--- src/rtl/wb_irq_ctrl_pkg.sv ---
// Shared constants for the Wishbone interrupt controller: register word indexes,
// ID layout and small helpers used by the top level.
package wb_irq_ctrl_pkg;

    localparam int unsigned REG_W        = 32;
    localparam int unsigned ID_VALID_BIT = 31;

    // Word indexes taken from wb_adr_i[4:2]
    localparam logic [2:0] REG_STATUS   = 3'd0;
    localparam logic [2:0] REG_ENABLE   = 3'd1;
    localparam logic [2:0] REG_PENDING  = 3'd2;
    localparam logic [2:0] REG_MODE     = 3'd3;
    localparam logic [2:0] REG_POLARITY = 3'd4;
    localparam logic [2:0] REG_ID       = 3'd5;

    function automatic logic [REG_W-1:0] byte_mask(input logic [3:0] sel);
        return {{8{sel[3]}}, {8{sel[2]}}, {8{sel[1]}}, {8{sel[0]}}};
    endfunction

    function automatic logic [4:0] lowest_set(input logic [REG_W-1:0] v);
        logic [4:0] idx;
        idx = 5'd0;
        for (int i = int'(REG_W) - 1; i >= 0; i--) begin
            if (v[i]) idx = 5'(i);
        end
        return idx;
    endfunction

endpackage

--- src/rtl/wb_irq_ctrl_irq_sync.sv ---
// One interrupt source: 2-flop synchroniser, polarity correction and rising-edge
// detect on the corrected (active) signal.
module irq_sync_edge (
    input  logic clk,
    input  logic rst,
    input  logic irq,
    input  logic pol,
    output logic act,
    output logic rise
);

    logic [1:0] sync_q;
    logic       act_q;

    always_ff @(posedge clk or posedge rst) begin
        if (rst) begin
            sync_q <= 2'b00;
            act_q  <= 1'b0;
        end else begin
            sync_q <= {sync_q[0], irq};
            act_q  <= act;
        end
    end

    // A polarity flip that makes act rise is reported as an edge too.
    assign act  = sync_q[1] ^ pol;
    assign rise = act & ~act_q;

endmodule

--- src/rtl/wb_irq_ctrl.sv ---
// Wishbone classic interrupt controller: per-source level/edge capture, enable
// masking, lowest-index ID and a registered combined interrupt.
module wb_irq_ctrl
    import wb_irq_ctrl_pkg::*;
#(
    parameter int unsigned NUM_IRQ    = 32,
    parameter logic [31:0] RESET_MODE = 32'h0
) (
    input  logic               wb_clk_i,
    input  logic               wb_rst_i,
    input  logic [4:0]         wb_adr_i,
    input  logic [31:0]        wb_dat_i,
    input  logic [3:0]         wb_sel_i,
    input  logic               wb_we_i,
    input  logic               wb_cyc_i,
    input  logic               wb_stb_i,
    input  logic [2:0]         wb_cti_i,
    input  logic [1:0]         wb_bte_i,
    output logic [31:0]        wb_dat_o,
    output logic               wb_ack_o,
    output logic               wb_err_o,
    output logic               wb_rty_o,
    input  logic [NUM_IRQ-1:0] irq_i,
    output logic               irq_o
);

    localparam logic [REG_W-1:0] IRQ_MASK =
        (NUM_IRQ >= REG_W) ? {REG_W{1'b1}} : ((32'(1) << NUM_IRQ) - 32'(1));

    logic [REG_W-1:0] en_q, en_d;
    logic [REG_W-1:0] pend_q, pend_d;
    logic [REG_W-1:0] mode_q, mode_d;
    logic [REG_W-1:0] pol_q, pol_d;
    logic [REG_W-1:0] act, rise, w1c, active, wmask, wdata, rdata, id_val;
    logic [31:0]      dat_q;
    logic             ack_q, err_q, irq_q;
    logic             req, adr_ok, wr;
    logic [2:0]       reg_sel;
    logic             unused_ok;

    for (genvar gi = 0; gi < int'(REG_W); gi++) begin : g_src
        if (gi < int'(NUM_IRQ)) begin : g_on
            irq_sync_edge u_sync (
                .clk  (wb_clk_i),
                .rst  (wb_rst_i),
                .irq  (irq_i[gi]),
                .pol  (pol_q[gi]),
                .act  (act[gi]),
                .rise (rise[gi])
            );
        end else begin : g_off
            assign act[gi]  = 1'b0;
            assign rise[gi] = 1'b0;
        end
    end

    // A new request is only accepted once the previous termination has dropped.
    assign req     = wb_cyc_i & wb_stb_i & ~(wb_ack_o | wb_err_o);
    assign reg_sel = wb_adr_i[4:2];
    assign adr_ok  = (reg_sel <= REG_ID);
    assign wr      = req & wb_we_i & adr_ok;
    assign wmask   = byte_mask(wb_sel_i) & IRQ_MASK;
    assign wdata   = wb_dat_i & wmask;
    assign active  = pend_q & en_q;
    assign id_val  = {(active != '0), 26'd0, lowest_set(active)};

    always_comb begin
        rdata = '0;
        case (reg_sel)
            REG_STATUS:   rdata = active;
            REG_ENABLE:   rdata = en_q;
            REG_PENDING:  rdata = pend_q;
            REG_MODE:     rdata = mode_q;
            REG_POLARITY: rdata = pol_q;
            REG_ID:       rdata = id_val;
            default:      rdata = '0;
        endcase
    end

    always_comb begin
        en_d   = en_q;
        mode_d = mode_q;
        pol_d  = pol_q;
        w1c    = '0;
        if (wr) begin
            case (reg_sel)
                REG_ENABLE:   en_d   = (en_q & ~wmask) | wdata;
                REG_PENDING:  w1c    = wdata;
                REG_MODE:     mode_d = (mode_q & ~wmask) | wdata;
                REG_POLARITY: pol_d  = (pol_q & ~wmask) | wdata;
                default:      ;
            endcase
        end
        // Edge bits: a fresh edge beats a simultaneous clear. Level bits follow act.
        pend_d = ((mode_q & ((pend_q & ~w1c) | rise)) | (~mode_q & act)) & IRQ_MASK;
    end

    always_ff @(posedge wb_clk_i or posedge wb_rst_i) begin
        if (wb_rst_i) begin
            en_q   <= '0;
            pend_q <= '0;
            mode_q <= RESET_MODE & IRQ_MASK;
            pol_q  <= '0;
            irq_q  <= 1'b0;
            ack_q  <= 1'b0;
            err_q  <= 1'b0;
            dat_q  <= '0;
        end else begin
            en_q   <= en_d;
            pend_q <= pend_d;
            mode_q <= mode_d;
            pol_q  <= pol_d;
            irq_q  <= |active;
            ack_q  <= req & adr_ok;
            err_q  <= req & ~adr_ok;
            dat_q  <= (req & adr_ok) ? rdata : '0;
        end
    end

    assign wb_dat_o  = dat_q;
    assign wb_ack_o  = ack_q;
    assign wb_err_o  = err_q;
    assign wb_rty_o  = 1'b0;
    assign irq_o     = irq_q;
    assign unused_ok = ^{wb_cti_i, wb_bte_i, wb_adr_i[1:0]};

endmodule

--- config.mk ---
export PLATFORM = sky130hd
export DESIGN_NAME = wb_irq_ctrl
export DESIGN_NICKNAME = d
export VERILOG_FILES = /design/src/rtl/wb_irq_ctrl_pkg.sv /design/src/rtl/wb_irq_ctrl_irq_sync.sv /design/src/rtl/wb_irq_ctrl.sv
export SDC_FILE = /design/constraint.sdc
export NUM_CORES = 1
export LEC_CHECK = 0
export BUFFER_PORTS_ARGS = -buffer_cell sky130_fd_sc_hd__buf_2
export CORE_MARGIN = 4
export CORE_UTILIZATION = 58
export DETAILED_ROUTE_END_ITERATION = 12
export PLACE_DENSITY = 0.79
export SLEW_MARGIN = 20
export SYNTH_ARGS = -nofsm -noshare
export SYNTH_HDL_FRONTEND = slang
export SYNTH_SLANG_ARGS = --single-unit
--- constraint.sdc ---
create_clock -name wb_clk_i -period 11.8 [get_ports wb_clk_i]
set_input_delay 1.77 -clock wb_clk_i [delete_from_list [all_inputs] [get_ports wb_clk_i]]
set_output_delay 1.77 -clock wb_clk_i [all_outputs]
set_load 0.05 [all_outputs]
Word-level counts from Yosys, hierarchy flattened:

Index checks and enable logic that the tools add are counted.

* flip-flop bits (word level): 259
* output and inout port bits: 36
* word-level logic and storage cells: 241

* $lt $le $gt $ge: 1
* equality and inequality tests: 5
* muxes and demuxes: 36
* bitwise logic cells: 121
* reductions and logical operators: 6

Operators by type and width (count)
* $and 32x32->32: 8
* $pmux 32 s6: 1
* $mux 5: 32
* $or 32x32->32: 5
* $mux 32: 3
* $not 32->32: 3
* $and 1x1->1: 38
* $not 1->1: 34
* $reduce_bool 32->1: 1
* $reduce_or 32->1: 1
* $xor 1x1->1: 32
* $eq 3x2->1 const B: 2
* $eq 3x3->1 const B: 2
* $reduce_and 2->1: 3
* $eq 3x1->1 const B: 1
* $le 3x3->1 const B: 1
* $logic_not 3->1: 1
* $or 1x1->1: 1

Logic depth before layout (Yosys ltp):

Gate-level depths: netlist of the first run.

* word-level depth: 35
* depth in mapped cells: 7

Hierarchy:

Synthesis of the first run repeated with hierarchy kept, for this count alone.

* cells, all modules: 872
* area, all modules: 10765.3 µm²

By module, submodules not included
* wb_irq_ctrl: times used 1, cells each 680, area each 7682.4 µm²
* irq_sync_edge: times used 32, cells each 6, area each 96.3 µm²

Worst setup path before layout of the first run:

No wires, ideal clock.

* kind: input to register
* from: input wb_cyc_i
* to: register with a tool-made name
* data arrival time: 2878 ps
* data required time: 11675 ps
* setup slack: 8797 ps
* stages: 6
* buffers on the path: 0
* cells stage by stage: nand4bb_1 > nand2b_4 > clkinv_2 > nand3_4 > nor2_4 > mux2_2

RTL lines
* start, declared: line wb_irq_ctrl.sv:15 `input logic wb_cyc_i,`

Final worst setup path of the first run:

* from: input wb_adr_i[4]
* to: register dat_q[0], in the netlist wb_dat_o[0]

* word-level cells in the longest chain between the ends: 3

Ends and longest elaborated chain
* start, declared: line wb_irq_ctrl.sv:11 `input logic [4:0] wb_adr_i,`
* $le 3x3->1 (tied with other cells): line wb_irq_ctrl.sv:60 `assign adr_ok = (reg_sel <= REG_ID);`
* $and 1x1->1 or $pmux 32 s6 (tied branches): line wb_irq_ctrl.sv:116, wb_irq_ctrl.sv:69
* $mux 32 *: line wb_irq_ctrl.sv:116 `dat_q <= (req & adr_ok) ? rdata : '0;`
* end signal, assigned: line wb_irq_ctrl.sv:116
* end, declared: line wb_irq_ctrl.sv:35 `logic [31:0] dat_q;`

Mark *: on every way between the ends. The rest lies on a longest branch, timed or not.
A chain may end at the register's enable or synchronous reset.

==> results.json, run 1 <==
{
  "synth_edf_count": 0,
  "final_nets": 1003,
  "worstSetupPathType": "in2reg",
  "switching_power_uw": 548,
  "power_frac_comb_pct": 10.9,
  "die_h_um": 142,
  "vias": 7091,
  "fin_ws_ps": 7870,
  "synth_async_sr_flop_share_pct": 100,
  "yosys_register_bits": 259,
  "yosysWarnings": 0,
  "r2r_slack_ps": 9420,
  "r2r_end": "pend_q[24]",
  "clock_sinks": 259,
  "grt_usage_pct": 24.8,
  "htree_levels": 1,
  "io_buffers": 110,
  "clkPwrFrac_pct": 39.7,
  "clock_latency_ps": 530,
  "intPower_mw": 1.60,
  "cts_tree": "yes",
  "reg2reg_depth": 7,
  "cp_cell_sequence": "buf_2, inv_2, nor3_2, buf_4, nand2_1, o31ai_1, a21oi_1, a211oi_1",
  "slowest_stage": "nor3_2",
  "worstReg2RegStart": "wb_err_o",
  "antenna_found_initial": 1,
  "cp-end-kind": "flop",
  "syn2layout_area_growth_pct": 16.4,
  "netlist_area_um2": 10400,
  "initial_core_util_pct": 59.6,
  "cts_max_path_buffers": 3,
  "peakVddDrop_mv": 0.129,
  "synthCells": 795,
  "grt-ovfl-total": 0,
  "io_pins": 119,
  "fp.coreArea_um2": 17400,
  "cts_setup_buffers": 0,
  "synth_top_flop_cell": "dfrtp_1",
  "synth_fp_nets": 878,
  "outcome": "finished, final reports clean",
  "min_period_over_period_pct": 33.3,
  "drc": 0,
  "numCtsBuffers": 26,
  "die_w_um": 142,
  "synth_cell_types": 49,
  "rows": 48,
  "slew_violations": 0,
  "routed_wirelength_um": 24800,
  "dieArea_um2": 20100,
  "tightest_slew_ps": 1070,
  "wl_per_cell_um": 21.3,
  "antenna_left": 0,
  "seq_power_share_pct": 49.4,
  "wl_met1_um": 10200,
  "min_path_type": "reg2reg",
  "min_to": "g_src[25].g_on.u_sync.sync_q[1]",
  "min_period_ps": 3930,
  "p_per_area_nw_per_um2": 178,
  "rsz0062_at_grt": "false",
  "holdBufCountCts": 0,
  "holdPathStages": 0,
  "dr_wl_met3_um": 1940,
  "fillers": 1220,
  "grt_pass1_vias": 7349,
  "maxCapViolations": 0,
  "top_layer_used": "met5",
  "dp_hpwl_um": 15800,
  "fin_worst_skew_ps": 12.0,
  "first_iter_violations": 939,
  "clockRootBuffer": "clkbuf_16",
  "hp-start": "g_src[25].g_on.u_sync.sync_q[0]",
  "viasPerCell": 6.09,
  "synth_top_area_cell": "dfrtp_1",
  "slowest_delay_ps": 920,
  "cp_max_fo": 21,
  "grt_pass1_wl_um": 39500,
  "swShare_pct": 25.5,
  "worstPathArrival_ps": 4330,
  "synth.yosys.seq_area_share_pct": 62.5,
  "max_freq_mhz": 254,
  "finalHoldViolations": 0,
  "worstPathRequired_ps": 12200,
  "drt_pass1_iterations": 10,
  "power.leakage_nw": 5.70,
  "synth.area.top_cells": "dfrtp_1, mux2_2, nand2_1, mux2_1, a32o_1",
  "route.met2.wl_um": 11800,
  "setup_viol": 0,
  "cts_resized": 0,
  "grt_start_max_net_pins": 113,
  "antenna_cells": 0,
  "cp-start-kind": "primary input",
  "path_clk_slew_ps": 60,
  "relSlewSlack_pct": 28.1,
  "gp_congestion": 0.836,
  "netlist.area_leader.share_pct": 62.5,
  "avgSynthCellArea_um2": 13.1,
  "preCtsSetupSlack_ps": 7450,
  "drive_gt1_share_pct": 29.3,
  "setup_tns_ps": 0
}
==> how the worst max path moves through the flow <==
stage,startpoint,endpoint,slack (ps),depth (start not counted)
floorplan,wb_rst_i,async pin,2900,1
global placement,wb_rst_i,g_src[1].g_on.u_sync.sync_q[0],7460,4
detailed placement,wb_rst_i,g_src[3].g_on.u_sync.sync_q[1],7450,4
finish,wb_adr_i[4],wb_dat_o[0],7870,8
CTS,wb_adr_i[4],wb_dat_o[0],7960,8
global route,wb_rst_i,g_src[5].g_on.u_sync.sync_q[1],7680,4
==> placed cells by master (no fill, tap or decap), types with 4 or more instances in the layout <==
master,count
nor2_2,5
a21oi_1,16
clkbuf_8,6
a32o_1,34
o21ai_0,6
inv_2,4
mux2_1,31
nand3_4,4
clkinv_2,9
o211ai_1,14
buf_4,7
nand2_1,146
nor3_1,4
dfrtp_1,259
nor2_4,13
nor2_1,34
clkbuf_16,27
nand3_1,6
xor2_1,32
a221oi_1,5
buf_2,110
a22oi_1,12
mux2_2,79
a222oi_1,28
a22o_1,4
a211oi_1,4
==> power by group through the flow <==
stage | Sequential (mW) | Clock (mW) | Combinational (mW)
after floorplan | 1.06 | 0 | 0.155
after global placement | 1.07 | 0 | 0.224
after detailed placement | 1.07 | 0 | 0.231
after CTS | 1.06 | 0.866 | 0.234
after global routing | 1.07 | 0.903 | 0.258
final | 1.06 | 0.851 | 0.235
==> layout make-up <==
class                           instances  area [µm²]  area share (%)
Inverter                                8        38.8           0.321
Multi-Input combinational cell        508        3780            31.3
Sequential cell                       259        6480            53.7
Timing Repair Buffer                  117         603            4.99
Tap cell                              225         282            2.33
Clock inverter                         11         130            1.08
Clock buffer                           36         769            6.37
==> critical path: cells and delay by family <==
family | cells | cell delay (ps)
simple gates | 2 | 1010
buf+inv | 3 | 990
compound gates | 3 | 530
==> Yosys cell counts (2+ instances only) <==
library cell	n
o21ai_0	6
nor2_2	5
buf_4	3
a32o_1	34
mux2_2	79
nor3_1	5
nor2_1	34
nand3_4	4
inv_2	4
o211ai_1	14
a32oi_1	3
clkbuf_1	11
nand3_1	6
a222oi_1	28
a22o_1	4
nand2_2	2
a211oi_1	4
inv_1	3
o21ai_1	2
nor2_4	13
nand2_1	146
a21oi_1	16
a221oi_1	5
a22oi_1	12
o22ai_1	3
xor2_1	32
mux2_1	31
and2_1	2
buf_2	6
dfrtp_1	259
==> kinds of logic (layout without fill, tap and decap cells) <==
family                    after synthesis  in the layout  share of synthesized area (%)
other                                   1              1                         0.0361
xor gates and xnor gates               32             32                           2.70
AOI/OAI and AO/OA                     139            139                           11.1
DFF                                   259            259                           62.5
and+or+nand+nor                       225            225                           10.5
buffers and inverters                  28            172                           1.21
muxes                                 111            111                           12.0
==> metrics by stage <==
step           utilization, %  cells  total power, mW  hold slack [ps]  cell area (µm²)
3_5_place_dp             64.2   1117             1.30              336            11200
5_1_grt                  69.4   1164             2.23              350            12100
6_report                 69.4   1164             2.14              346            12100
2_1_floorplan               -    795             1.22              331            10400
3_3_place_gp             64.2   1117             1.29              331            11200
4_1_cts                  69.4   1164             2.16              349            12100
==> routing by layer <==
layer | GRT usage (%) | vias up
li1 | - | 3146
met1 | 34.5 | 3549
met2 | 39.4 | 326
met3 | 5.43 | 68
met4 | 8.38 | 2
met5 | 0 | -
Power figures use the tool's default switching activity.
==> run 2: changes to the inputs <==
Clock period 11.8 ns to 3.8 ns, I/O delays scaled along.
==> results.json, run 2 (synthesized netlist as in run 1, its figures left out) <==
{
  "intPower_mw": 5.00,
  "grt_usage_pct": 25.0,
  "rows": 48,
  "clock_latency_ps": 530,
  "die_h_um": 142,
  "worstPathArrival_ps": 2550,
  "cts_tree": "yes",
  "initial_core_util_pct": 59.6,
  "relSlewSlack_pct": 35.5,
  "cts_setup_buffers": 0,
  "drive_gt1_share_pct": 29.4,
  "tightest_slew_ps": 965,
  "worstReg2RegStart": "wb_err_o",
  "cts_max_path_buffers": 3,
  "io_pins": 119,
  "power.leakage_nw": 5.74,
  "maxCapViolations": 0,
  "outcome": "finished, final reports clean",
  "fp.coreArea_um2": 17400,
  "hp-start": "irq_i[28]",
  "swShare_pct": 25.2,
  "holdBufCountCts": 0,
  "drc": 0,
  "layout_commonest_cell": "dfrtp_1",
  "antenna_left": 0,
  "final_nets": 1011,
  "syn2layout_area_growth_pct": 17.4,
  "power_frac_comb_pct": 11.0,
  "wl_per_cell_um": 20.9,
  "stdcell_count": 1175,
  "layout_common_cells": "dfrtp_1, nand2_1, buf_2, mux2_2",
  "seq_power_share_pct": 49.2,
  "r2r_end": "pend_q[30]",
  "min_period_over_period_pct": 56.0,
  "r2r_slack_ps": 1690,
  "viasPerCell": 6.04,
  "min_period_ps": 2130,
  "io_buffers": 110,
  "min_path_type": "in2reg",
  "clkPwrFrac_pct": 39.8,
  "holdPathStages": 1,
  "clockRootBuffer": "clkbuf_16",
  "antenna_found_initial": 4,
  "routed_wirelength_um": 24600,
  "setup_viol": 0,
  "worstSetupPathType": "in2reg",
  "cp-startpoint": "wb_adr_i[4]",
  "utilization_pct": 70.0,
  "cts_resized": 0,
  "grt_pass1_wl_um": 39800,
  "grt_pass1_vias": 7345,
  "reg2reg_depth": 7,
  "htree_levels": 1,
  "grt_start_max_net_pins": 79,
  "peakVddDrop_mv": 0.462,
  "first_iter_violations": 830,
  "gp_congestion": 0.868,
  "cp-start-kind": "primary input",
  "dp_hpwl_um": 16100,
  "max_freq_mhz": 470,
  "dpl.cell_count": 1125,
  "p_per_area_nw_per_um2": 548,
  "worstPathRequired_ps": 4220,
  "cp-end-kind": "flop",
  "grt-ovfl-total": 0,
  "dieArea_um2": 20100,
  "fin_worst_skew_ps": 15.0,
  "path_clk_slew_ps": 60,
  "finalHoldViolations": 0,
  "cp_max_fo": 15,
  "min_to": "g_src[28].g_on.u_sync.sync_q[0]",
  "switching_power_mw": 1.68,
  "vias": 7093,
  "rsz0062_at_grt": "false",
  "slew_violations": 0,
  "numCtsBuffers": 26,
  "die_w_um": 142,
  "clock_sinks": 259,
  "drt_pass1_iterations": 7
}
-- run 2: changes by cell type in the layout (fill, tap and decap cells not counted), moves of 3 or more --
| cell | previous run | this run |
|---|---|---|
| buf_12 | 0 | 3 |
| diode_2 | 0 | 3 |
| clkinv_2 | 9 | 3 |
| clkbuf_1 | 3 | 8 |
| buf_4 | 7 | 12 |
-- run 2: power by group through the flow --
| stage | registers [mW] | logic [mW] | clock network (mW) |
|---|---|---|---|
| after floorplan | 3.29 | 0.483 | 0 |
| after global placement | 3.31 | 0.704 | 0 |
| after detailed placement | 3.32 | 0.728 | 0 |
| after CTS | 3.28 | 0.734 | 2.70 |
| after global routing | 3.32 | 0.807 | 2.82 |
| final | 3.29 | 0.733 | 2.66 |
-- run 2: worst max path at each step --
stage / to / slack, ps
after floorplan: async pin / -180
after global placement: wb_dat_o[1] / 1210
after detailed placement: wb_dat_o[1] / 1170
after CTS: pend_q[30] / 1680
after global routing: wb_dat_o[1] / 1580
final: wb_dat_o[1] / 1670
-- run 2: critical path, cell delays in order --
cell,delay [ps]
buf_2,270
inv_2,240
nor3_2,600
buf_4,360
nand2_1,90
o221ai_1,90
o21ai_0,120
a21oi_1,210
-- run 2: area by class of cell --
| class | instances | area, µm² |
|---|---|---|
| sequential | 259 | 6480 |
| clock inverter | 5 | 100 |
| multi-input combinational | 508 | 3780 |
| tap | 225 | 282 |
| fill | 1194 | 5230 |
| inverter | 8 | 35.0 |
| clock buffer | 42 | 802 |
| antenna | 3 | 7.51 |
| timing repair buffer | 125 | 701 |
-- run 2: routing by layer --
layer,wire length [µm],GRT usage [%],vias up
li1,-,-,3171
met2,11500,38.8,294
met4,770,8.33,2
met1,10600,36.0,3569
met5,7,0,-
met3,1760,4.42,57
-- run 2: per-stage QoR --
stage | TNS, ps | hold WS [ps] | worst slack [ps] | power (mW) | area, µm²
2_1_floorplan | -47550 | 331 | -184 | 3.77 | 10400
3_3_place_gp | 0 | 333 | 1210 | 4.02 | 11300
3_5_place_dp | 0 | 335 | 1170 | 4.05 | 11300
4_1_cts | 0 | 130 | 1680 | 6.71 | 12200
5_1_grt | 0 | 131 | 1580 | 6.95 | 12200
6_report | 0 | 147 | 1670 | 6.68 | 12200
==> run 3: changes to the inputs <==
Settings changed: ABC_AREA from default to 1, CORE_UTILIZATION 58 to 52, PLACE_DENSITY 0.79 to 0.75.
Clock period 3.8 ns to 1.9 ns, I/O delays scaled along.
==> results.json, run 3 <==
{
  "cp_max_fo": 2,
  "slowest_delay_ps": 390,
  "avgSynthCellArea_um2": 10.1,
  "gp_congestion": 0.885,
  "grt_pass1_wl_um": 40400,
  "synthCells": 1004,
  "netlist.area_leader.share_pct": 63.8,
  "min_period_ps": 2220,
  "cts_tree": "yes",
  "synth.area.top_cells": "dfrtp_1, nand2_1, o21ai_1, xor2_1, inv_1",
  "io_buffers": 110,
  "rows": 50,
  "worstSetupPathType": "reg2reg",
  "synth_top_flop_cell": "dfrtp_1",
  "syn2layout_area_growth_pct": 24.7,
  "synth_fp_nets": 1087,
  "p_per_area_nw_per_um2": 1040,
  "layout_common_cells": "dfrtp_1, nand2_1, buf_2, o21ai_1, inv_1",
  "drc": 0,
  "antenna_cells": 0,
  "slowest_stage": "dfrtp_1",
  "clock_latency_ps": 530,
  "place_area_um2": 11400,
  "final_nets": 1286,
  "synth_top_area_cell": "dfrtp_1",
  "synth_commonest_cells": "dfrtp_1, nand2_1, o21ai_1, inv_1, nor2_1",
  "worstPathArrival_ps": 2620,
  "antenna_left": 0,
  "netlist_area_um2": 10200,
  "violations": "setup timing",
  "wl_per_cell_um": 16.5,
  "finalHoldViolations": 0,
  "peakVddDrop_mv": 0.623,
  "fin_worst_skew_ps": 7.73,
  "path_clk_slew_ps": 60,
  "routed_wirelength_um": 24500,
  "rsz0062_at_grt": "true",
  "die_h_um": 148,
  "synth.yosys.seq_area_share_pct": 63.8,
  "io_pins": 119,
  "drive_gt1_share_pct": 19.9,
  "yosysWarnings": 0,
  "fin_ws_ps": -321,
  "cp_common_cell": "nand2_1",
  "cts_max_path_buffers": 3,
  "outcome": "finished with violations",
  "total_power_mw": 13.1,
  "fin_area_um2": 12700,
  "fp.coreArea_um2": 19000,
  "layout_commonest_cell": "dfrtp_1",
  "relSlewSlack_pct": 58.1,
  "grt_usage_pct": 22.8,
  "dp_hpwl_um": 15700,
  "cp-end-kind": "flop",
  "max_freq_mhz": 450,
  "drt_pass1_iterations": 5,
  "yosys_register_bits": 259,
  "yosysMostFrequentCell": "dfrtp_1",
  "min_path_type": "in2reg",
  "initial_core_util_pct": 53.6,
  "fillers": 1470,
  "slew_violations": 0,
  "viasPerCell": 5.35,
  "clock_sinks": 259,
  "cp-start-kind": "flop",
  "dieArea_um2": 21800,
  "power.leakage_nw": 6.09,
  "vias": 7913,
  "grt_pass1_vias": 7907,
  "worstPathRequired_ps": 2300,
  "synth_async_sr_flop_share_pct": 100,
  "die_w_um": 148,
  "htree_levels": 1,
  "min_period_over_period_pct": 117,
  "grt_start_max_net_pins": 47,
  "first_iter_violations": 681,
  "tightest_slew_ps": 627,
  "antenna_found_initial": 1,
  "synth_cell_types": 32,
  "maxCapViolations": 0,
  "numCtsBuffers": 26,
  "setup_viol": 2,
  "synth_edf_count": 0,
  "grt-ovfl-total": 0,
  "clockRootBuffer": "clkbuf_16"
}
## run 3: changes by cell type after synthesis, sizes merged, moves of 17 or more
cell	previous run	this run
nand2	148	269
mux2	110	0
o21ai	8	114
inv	7	73
a222oi	28	0
a21oi	16	42
clkbuf	11	32
nand4	1	20
a32o	34	17
## run 3: cells by family (layout without fill, tap and decap cells)
kind of cell | after synthesis | count (layout) | synth area share (%)
compound gates | 239 | 239 | 14.4
xor+xnor | 32 | 32 | 2.76
buf+inv | 110 | 326 | 4.27
flops | 259 | 259 | 63.8
other cells | 1 | 1 | 0.0369
simple gates | 363 | 363 | 14.8
## run 3: critical path: cells and delay by family, from the launching register on
family                 cells  cell delay (ps)
and+or+nand+nor           32             1620
DFF                        1              390
buffers and inverters      1               30
AOI/OAI and AO/OA          1               50
## run 3: what timing repair did
item,4_1_cts,5_1_grt
gates resized for setup,0,6
cloned,0,0
buffers inserted,2,3
hold endpoints to repair,42,0
pin swaps,1,1
setup endpoints to repair,1,36
hold buffers,33,0
## run 3: area by class of cell
cell class | instances | area [µm²] | share of cell area [%]
clock buffers | 38 | 757 | 5.97
clock inverters | 7 | 87.6 | 0.691
inverters | 73 | 280 | 2.21
multi-input cells | 635 | 3270 | 25.8
flip-flops and latches | 259 | 6480 | 51.2
well taps | 260 | 325 | 2.57
repair buffers | 208 | 1470 | 11.6
## run 3: worst paths after layout
| path | cells past startpoint | slack, ps | end | from |
|---|---|---|---|---|
| setup / recovery | 34 | -320 | wb_dat_o[0] | flop |
| hold / removal | 3 | 60 | flop | wb_dat_i[9] |
| setup reg to reg | 34 | -320 | wb_dat_o[0] | flop |
| hold reg to reg | 0 | 340 | g_src[26].g_on.u_sync.sync_q[1] | g_src[26].g_on.u_sync.sync_q[0] |
| max in group asynchronous | 4 | 850 | async pin | wb_rst_i |
| min in group asynchronous | 3 | 400 | g_src[25].g_on.u_sync.act_q | wb_rst_i |
## run 3: through the flow
step | worst slack [ps] | setup TNS [ps] | hold WS [ps] | std cells | utilization, %
6_report | -321 | -424 | 56.6 | 1480 | 66.8
5_1_grt | -748 | -1060 | 60.2 | 1480 | 66.8
4_1_cts | -330 | -330 | 47.8 | 1477 | 66.6
3_5_place_dp | -305 | -305 | 336 | 1397 | 60.4
3_3_place_gp | -288 | -288 | 332 | 1397 | 60.4
2_1_floorplan | -1800 | -466270 | 316 | 1004 | -
## run 3: report_power, final
group	leakage, nW	internal (mW)	switching [mW]	total [mW]
Combinational	2.40	0.678	0.969	1.65
Clock	0.414	3.01	2.00	5.01
Sequential	3.28	6.06	0.401	6.46
## run 3: layer usage
metal / global-route usage (%) / vias up / routed length (µm)
met5: 0 / - / 13
met4: 6.15 / 2 / 610
met3: 3.86 / 42 / 1540
met2: 37.3 / 276 / 11700
met1: 32.0 / 3824 / 10700
li1: - / 3769 / -
